$ cat src/rtl/db9_multitap_scanner.sv
`default_nettype none
// ============================================================================
//  Module   : db9_multitap_scanner
//  Purpose  : Time-multiplexed DB9 joystick scanner. Steps the splitter
//             select lines through the player ports and samples the shared
//             active-low DB9 pins once per port slot after a settle delay.
//             Delivers debounced, positive-logic button state per player.
//  Ports    : CLK_50M     - system clock
//             reset       - synchronous, active-high
//             db9_n       - DB9 pins, active-low, asynchronous
//             mode        - 0 OFF, 1 DIRECT, 2 SPLIT, 3 OFF
//             direct_port - destination port in DIRECT mode
//             sel_out     - splitter select (binary port index)
//             joy_out     - port p at [p*BTN_W +: BTN_W], positive logic
//             frame_done  - 1-cycle pulse after the last port of a scan
//  Revision : 1.0 - initial release
// ============================================================================
module db9_multitap_scanner #(
  parameter int NUM_PORTS     = 2,
  parameter int BTN_W         = 6,
  parameter int SETTLE_CYCLES = 255,
  parameter int DEBOUNCE      = 2,
  parameter int PW            = (NUM_PORTS > 1) ? $clog2(NUM_PORTS) : 1
) (
  input  logic                       CLK_50M,
  input  logic                       reset,
  input  logic [BTN_W-1:0]           db9_n,
  input  logic [1:0]                 mode,
  input  logic [PW-1:0]              direct_port,
  output logic [PW-1:0]              sel_out,
  output logic [NUM_PORTS*BTN_W-1:0] joy_out,
  output logic                       frame_done
);

  localparam int              SW          = (SETTLE_CYCLES > 1) ? $clog2(SETTLE_CYCLES) : 1;
  localparam logic [SW-1:0]   SETTLE_LAST = SW'(SETTLE_CYCLES - 1);
  localparam logic [PW-1:0]   LAST_PORT   = PW'(NUM_PORTS - 1);
  localparam logic [3:0]      DB_MIN      = 4'(DEBOUNCE - 1);

  typedef enum logic [1:0] {
    IDLE   = 2'd0,
    SETTLE = 2'd1,
    SAMPLE = 2'd2
  } state_t;

  state_t              state;
  logic [BTN_W-1:0]    sync1, sync2;
  logic [BTN_W-1:0]    s;
  logic [1:0]          mode_r;
  logic [PW-1:0]       dp_r;
  logic [PW-1:0]       cur;
  logic [SW-1:0]       scnt;
  logic [BTN_W-1:0]    prev  [NUM_PORTS];
  logic [3:0]          dcnt  [NUM_PORTS];
  logic [BTN_W-1:0]    joy_r [NUM_PORTS];

  logic                dp_bad;
  logic                mode_chg;
  logic                is_split;
  logic                is_direct;
  logic [3:0]          next_cnt;

  // Pins idle high, so the synchroniser resets to the released state.
  assign s = ~sync2;

  // An out-of-range direct port is only representable when NUM_PORTS is
  // not a power of two.
  generate
    if (NUM_PORTS == (1 << PW)) begin : g_dp_full
      assign dp_bad = 1'b0;
    end else begin : g_dp_part
      assign dp_bad = (dp_r >= PW'(NUM_PORTS));
    end
  endgenerate

  // A new direct_port while DIRECT is requested restarts the scan like a mode change.
  assign mode_chg  = (mode != mode_r) || ((mode == 2'd1) && (direct_port != dp_r));
  assign is_split  = (mode_r == 2'd2);
  assign is_direct = (mode_r == 2'd1) && !dp_bad;

  // Post-update run length of the port being sampled (saturating at 15).
  assign next_cnt = (s != prev[cur]) ? 4'd0 :
                    (dcnt[cur] == 4'd15) ? 4'd15 : dcnt[cur] + 4'd1;

  always_ff @(posedge CLK_50M) begin
    if (reset) begin
      state      <= IDLE;
      sync1      <= '1;
      sync2      <= '1;
      mode_r     <= 2'd0;
      dp_r       <= '0;
      cur        <= '0;
      scnt       <= '0;
      sel_out    <= '0;
      frame_done <= 1'b0;
      for (int p = 0; p < NUM_PORTS; p++) begin
        prev[p]  <= '0;
        dcnt[p]  <= '0;
        joy_r[p] <= '0;
      end
    end else begin
      sync1      <= db9_n;
      sync2      <= sync1;
      mode_r     <= mode;
      dp_r       <= direct_port;
      frame_done <= 1'b0;

      if (mode_chg) begin
        state   <= IDLE;
        cur     <= '0;
        sel_out <= '0;
        for (int p = 0; p < NUM_PORTS; p++) begin
          prev[p]  <= '0;
          dcnt[p]  <= '0;
          joy_r[p] <= '0;
        end
      end else begin
        case (state)
          IDLE: begin
            if (!is_split && !is_direct) begin
              for (int p = 0; p < NUM_PORTS; p++) joy_r[p] <= '0;
            end else begin
              cur     <= is_direct ? dp_r : '0;
              sel_out <= '0;
              scnt    <= '0;
              state   <= SETTLE;
            end
          end

          SETTLE: begin
            if (scnt == SETTLE_LAST) state <= SAMPLE;
            else                     scnt  <= scnt + 1'b1;
          end

          SAMPLE: begin
            prev[cur] <= s;
            dcnt[cur] <= next_cnt;
            if (next_cnt >= DB_MIN) joy_r[cur] <= s;
            scnt  <= '0;
            state <= SETTLE;
            if (is_direct) begin
              frame_done <= 1'b1;
            end else if (cur == LAST_PORT) begin
              cur        <= '0;
              sel_out    <= '0;
              frame_done <= 1'b1;
            end else begin
              cur     <= cur + 1'b1;
              sel_out <= cur + 1'b1;
            end
          end

          default: state <= IDLE;
        endcase
      end
    end
  end

  genvar g;
  generate
    for (g = 0; g < NUM_PORTS; g++) begin : g_pack
      assign joy_out[g*BTN_W +: BTN_W] = joy_r[g];
    end
  endgenerate

endmodule
`default_nettype wire

$ cat config.mk
export PLATFORM = sky130hd
export DESIGN_NAME = db9_multitap_scanner
export DESIGN_NICKNAME = d
export VERILOG_FILES = /design/src/rtl/db9_multitap_scanner.sv
export SDC_FILE = /design/constraint.sdc
export NUM_CORES = 1
export LEC_CHECK = 0
export CAP_MARGIN = 20
export CORE_MARGIN = 4
export CORE_UTILIZATION = 30
export CTS_CLUSTER_DIAMETER = 120
export DETAILED_ROUTE_END_ITERATION = 16
export PLACE_DENSITY = 0.55
export SYNTH_ARGS = -nofsm -noshare
export SYNTH_HDL_FRONTEND = slang
export SYNTH_SLANG_ARGS = --single-unit
$ cat constraint.sdc
create_clock -name CLK_50M -period 5.12 [get_ports CLK_50M]
set_input_delay 1.024 -clock CLK_50M [delete_from_list [all_inputs] [get_ports CLK_50M]]
set_output_delay 1.024 -clock CLK_50M [all_outputs]
set_load 0.05 [all_outputs]
==> run metrics, run 1 <==
Reg clk slew, reported paths=0.07 ns; initial antenna violation count=0; hold buffers post-CTS=0; setup TNS=0 ns; initial core utilization=between 30% and 40%; drc violations=0; most common cell after layout, fill and taps aside=edfxtp_1; Die Y=a little over 100 µm; R2R setup slack=2.01 ns; Layout Skew=just under 0.008 ns; Critical Path Fanout Max=7; Final ANT Viol Nets=0; worst-skew pair later-pin latency=roughly 0.34 ns; Placeable Area=0.00864 mm²; layout net count=~280; Syn Inst Count=235; H-tree depth=3; post-synthesis register bit count=slightly above 60; Max VDD drop=around 120 µV; Seq. cell area=0.00154 mm²; post-CTS sizing=0; hold path start=sync1[3]$_SDFF_PP1_; Post-synth top flop=edfxtp_1; synth-to-layout area growth=19.3%; Vias/cell=between 4 and 5; synth top area cells=edfxtp_1, dfxtp_1, mux2i_1, or2_2, nor2_1; Slew HR=27.7%; Sink Count=between 60 and 70; syn_nets=250; P per Cell Area=314 mW/mm²; Multi-input gate area=~0.0010 mm²; CP Launch Point=mode[1]; library cells used by synthesis=44; TritonCTS clock tree=built; sequential fraction of the synthesis area=between 50% and 60%; hpwl dp=3530 µm; # rows=34; global-route wire length before repair=around 8600 µm; worst-margin pin slew=between 1 and 1.5 ns; IO Pins=25; GP Congestion=about 0.77; Filler cells=between 800 and 900; DR vias=approximately 1800; clock root buffer=clkbuf_8; Pleak=around 1.1 nW; Synth async-reset ratio=0%; RSZ-0062 raised after global routing=no; startpoint types=primary input; max-cap violations=0; PortBufs=24; vias in the first global route=around 1800; status=complete, no violations; total CTS buffers=9; WHS=a little over 0.4 ns; GR Overflow Total=0; Synth top area share=a little over a third; Worst Path Required=roughly 5.1 ns; synthesized cell area=between 0.002 and 0.003 mm²; final period utilization=about two thirds; Die X=between 100 and 150 µm; Hold Path Class=reg -> reg; drt first pass iters=4; Max Slew Vio Count=0; Setup Buffers After CTS=0; layout cell share with drive strength beyond 1=13.4%; crit end category=flip-flop; syn_area_per_cell=approximately 11 µm²; Setup Viol. Count Final=0; Synth Warn #=0; Starting DRT DRC Count=between 70 and 80; crit path DAT=around 3.4 ns; final WL=5060 µm; Inserted Diodes=0; CTS max path bufs=2; largest net degree at the start of global routing=23; global-route usage over all layers=10.6%; fmax=293 MHz; post-layout minimum cycle time=~3.4 ns; EDFF count, synth=32; full die area=0.0104 mm²; Final Hold Fails=0; drt wl/cell=about 13 µm; area leader, netlist=edfxtp_1; most frequent cells in the layout=edfxtp_1, dfxtp_1, clkdlybuf4s50_1; kind of critical path=in -> reg
==> flip-flops by register name (all words and copies together) (netlist names), named ones only <==
name / count
joy_r: 12
state: 2
cur: 1
frame_done: 1
mode_r: 2
dp_r: 1
sync1: 6
prev: 12
dcnt: 8
sel_out: 1
scnt: 8
sync2: 6
==> worst paths after layout <==
check	to	cells past startpoint
setup / recovery	joy_r[1][0]$_SDFFCE_PN0P_	6
hold / removal	sync2[3]$_SDFF_PP1_	1
setup reg to reg	joy_r[1][0]$_SDFFCE_PN0P_	7
hold reg to reg	sync2[3]$_SDFF_PP1_	1
==> cell usage after synthesis (all sizes together) (5+ instances only) <==
cell type / number
or4: 8
nor3: 14
and3: 6
edfxtp: 32
nand2: 10
nor2: 21
mux2i: 9
buf: 5
inv: 7
o31ai: 6
dfxtp: 29
a21oi: 10
o21ai: 7
nand4: 7
or2: 14
xor2: 7
==> metrics by stage <==
stage          std cells  power [mW]  setup WS [ns]  utilization (%)  area, µm²
3_5_place_dp         360       0.631           1.33             34.5       2980
5_1_grt              376        1.04           1.41             36.6       3160
4_1_cts              376        1.01           1.71             36.6       3160
2_1_floorplan        235       0.604           2.23                -       2650
3_3_place_gp         360       0.630           1.45             34.5       2980
6_report             376       0.993           1.70             36.6       3160
==> routing by layer <==
layer,vias to the layer above,GRT usage [%],wire (µm)
met5,-,0,0
met4,0,3.23,51
met3,6,4.23,205
met2,27,17.3,2490
met1,892,13.0,2310
li1,923,-,-
==> critical path, cell delays in order <==
cell and delay (ns):
clkdlybuf4s50_1 0.47, xor2_1 0.18, o31a_1 0.30, a211oi_1 0.44
nand3_1 0.29, o21ai_0 0.67
==> final cells by class <==
cell class | count | area share (%)
sequential | 61 | 48.8
multi-input combinational | 158 | 32.4
tap | 108 | 4.28
clock buffer | 10 | 4.36
clock inverter | 6 | 1.23
timing repair buffer | 26 | 8.08
inverter | 7 | 0.832
==> power by group <==
| group | internal [mW] | switching, mW | total, mW |
|---|---|---|---|
| clock | 0.186 | 0.187 | 0.373 |
| combinational | 0.0309 | 0.0485 | 0.0794 |
| sequential | 0.530 | 0.0103 | 0.540 |
==> logic make-up (layout without fill, tap and decap cells) <==
group                    count (synthesis)  count (layout)  share of synthesized area (%)
XOR/XNOR                                 8               8                           2.65
flip-flops                              61              61                           58.2
adder cells (fa/ha/maj)                  4               4                           1.89
AO/OA/AOI/OAI                           35              35                           8.74
AND/OR/NAND/NOR                        101             101                           21.6
buffers and inverters                   16              49                           3.07
multiplexers                            10              10                           3.83
(Power assumes the default switching activity.)
==> inputs of run 2 (changes only) <==
Settings changed: PLACE_DENSITY 0.55 to 0.57.
Clock period 5.12 ns to 2.87 ns, I/O delays scaled along.
==> run 2 against run 1 <==
- sequential power increased by 78%
- final area is 3.8% higher
- hold slack lost 0.0031 ns
- largest power group unchanged
- global-route usage grew 0.15 points
- final cell count grew 2.7%
- setup slack lost 1.3 ns
- critical path depth grew 1
- clock-buffer cell count decreased by 1
- clock power rose by 130%
- non-clock buffer count is 10 higher
- die area unchanged
- combinational power up 88%
==> run metrics, run 2 (same netlist as run 1, synthesis figures left out) <==
status=complete, no violations (unchanged); design area=0.00328 mm² (was 0.00316 mm²); total power=1.96 mW (was 0.993 mW); Final ANT Viol Nets=0 (unchanged); PortBufs=24 (unchanged); initial antenna violation count=0 (unchanged); GR Overflow Total=0 (unchanged); Final Hold Fails=0 (unchanged); Critical path buffers and inverters=2 (was 1); kind of critical path=in -> reg (unchanged); CTS max path bufs=2 (unchanged); Net Sw Frac=23.4% (was 24.7%); crit path DAT=2.50 ns (was 3.39 ns); Max Slew Vio Count=0 (unchanged); worst-margin pin slew=0.512 ns (was 1.08 ns); worst-skew pair later-pin latency=0.34 ns (about the same); clock root buffer=clkbuf_8 (unchanged); Setup Viol. Count Final=0 (unchanged); most common cell after layout, fill and taps aside=edfxtp_1 (unchanged); internal power=1.50 mW (was 0.747 mW); TritonCTS clock tree=built (unchanged); final period utilization=between 80 and 90%; Pleak=1.16 nW (was 1.09 nW); DRT met1 WL=2310 µm (about the same); H-tree depth=3 (unchanged); layout net count=288 (was 278); Post-Place Worst Slack=0.0459 ns (was 1.33 ns); Vias/cell=4.82 (was 4.91); fmax=roughly 410 MHz; drt wl/cell=13.1 µm (was 13.4 µm); Die X=102 µm (unchanged); R2R setup slack=0.45 ns (was 2.01 ns); crit end category=flip-flop (unchanged); critical path's largest stage delay=0.48 ns (was 0.67 ns); synth-to-layout area growth=23.9% (was 19.3%); RSZ-0062 raised after global routing=no (unchanged); Sink Count=61 (unchanged); full die area=0.0104 mm² (unchanged); total CTS buffers=9 (unchanged); global-route wire length before repair=8560 µm (was 8600 µm); met2 routed WL=2430 µm (was 2490 µm); Slew HR=65.8% (was 27.7%); crit-path cells=clkdlybuf4s50_1 -> xor2_1 -> o31a_1 -> a2111oi_2 -> nand3_1 -> o21ai_1 -> buf_4 (was clkdlybuf4s50_1 -> xor2_1 -> o31a_1 -> a211oi_1 -> nand3_1 -> o21ai_0); WHS=0.405 ns (was 0.408 ns); met3 wire len=198 µm (was 205 µm); IO Pins=25 (unchanged); Hold Path Class=reg -> reg (unchanged); Reg clk slew, reported paths=0.07 ns (about the same); Inserted Diodes=0 (unchanged); global-route usage over all layers=10.7% (was 10.6%); drc violations=0 (unchanged); Worst Path Required=2.93 ns (was 5.09 ns); # rows=34 (unchanged); Filler cells=880 (was 873); layout cell share with drive strength beyond 1=16.5% (was 13.4%); Largest regs=joy_r x12, prev x12 (unchanged); post-layout minimum cycle time=approximately 2.4 ns; combinational share of power=7.6% (was 8.0%); placed cell areas=0.00305 mm² (was 0.00298 mm²); drt first pass iters=4 (unchanged); setup TNS=0 ns (unchanged); CP top delay family=compound AO/OA/AOI/OAI gates (unchanged); initial core utilization=30.7% (unchanged); Placeable Area=0.00864 mm² (unchanged); DR vias=1859 (was 1848); largest net degree at the start of global routing=19 (was 23); min setup slack post-route=0.431 ns (was 1.70 ns); GP Congestion=0.770 (was 0.768); DR top layer=met4 (unchanged); Die Y=102 µm (unchanged); Critical Path Fanout Max=6 (was 7); NetSw=0.459 mW (was 0.245 mW); startpoint types=primary input (unchanged); Starting DRT DRC Count=69 (was 76); Setup Buffers After CTS=0 (unchanged); vias in the first global route=1855 (was 1823); Max VDD drop=210 µV (was 123 µV); hpwl dp=3640 µm (was 3530 µm); post-CTS sizing=0 (unchanged); sequential share of power=49.2% (was 54.4%); P per Cell Area=596 mW/mm² (was 314 mW/mm²); final WL=5050 µm (was 5060 µm); Layout Skew=0.00672 ns (was 0.00769 ns); CP max stage cell=a2111oi_2 (was o21ai_0); most frequent cells in the layout=edfxtp_1, dfxtp_1, clkdlybuf4s50_1 (unchanged); hold buffers post-CTS=0 (unchanged); Clock Power Share=43.2% (was 37.6%); max-cap violations=0 (unchanged)
run 2: cell types whose count changed in the layout (fill, tap and decap cells not counted), sizes merged:
cell	previous run	this run
clkbuf	10	9
clkinv	4	3
inv	7	8
buf	2	12
clkinvlp	2	1
bufinv	0	2
run 2: layout make-up:
type,instances,area [µm²],area share (%)
sequential,61,1540,47.0
multi-input combinational,158,1020,31.2
timing repair buffer,36,330,10.1
tap,108,135,4.12
clock buffer,9,124,3.78
clock inverter,7,98.8,3.01
inverter,7,26.3,0.801
run 2: routing by layer:
metal	up-vias	track usage, %
li1	941	-
met1	878	12.9
met2	31	17.2
met3	9	2.80
met4	0	6.66
met5	-	0
run 2: power groups by stage:
stage | Combinational (mW) | Sequential (mW) | Clock (mW)
final | 0.149 | 0.962 | 0.845
after global routing | 0.166 | 0.966 | 0.902
after floorplan | 0.0792 | 0.999 | 0
after CTS | 0.148 | 0.963 | 0.871
after detailed placement | 0.148 | 0.982 | 0
after global placement | 0.146 | 0.982 | 0
run 2: worst paths after layout:
path,from,endpoint,depth (start not counted)
worst min register to register,sync1[2]$_SDFF_PP1_,sync2[2]$_SDFF_PP1_,1
worst min-delay path,sync1[2]$_SDFF_PP1_,sync2[2]$_SDFF_PP1_,1
worst max-delay path,mode[1],joy_r[0][2]$_SDFFCE_PN0P_,7
worst max register to register,flip-flop,joy_r[0][5]$_SDFFCE_PN0P_,9
run 2: metrics by stage:
step           utilization [%]  cells
2_1_floorplan                -    235
3_3_place_gp              35.3    369
3_5_place_dp              35.3    369
4_1_cts                   37.9    385
5_1_grt                   38.0    386
6_report                  38.0    386
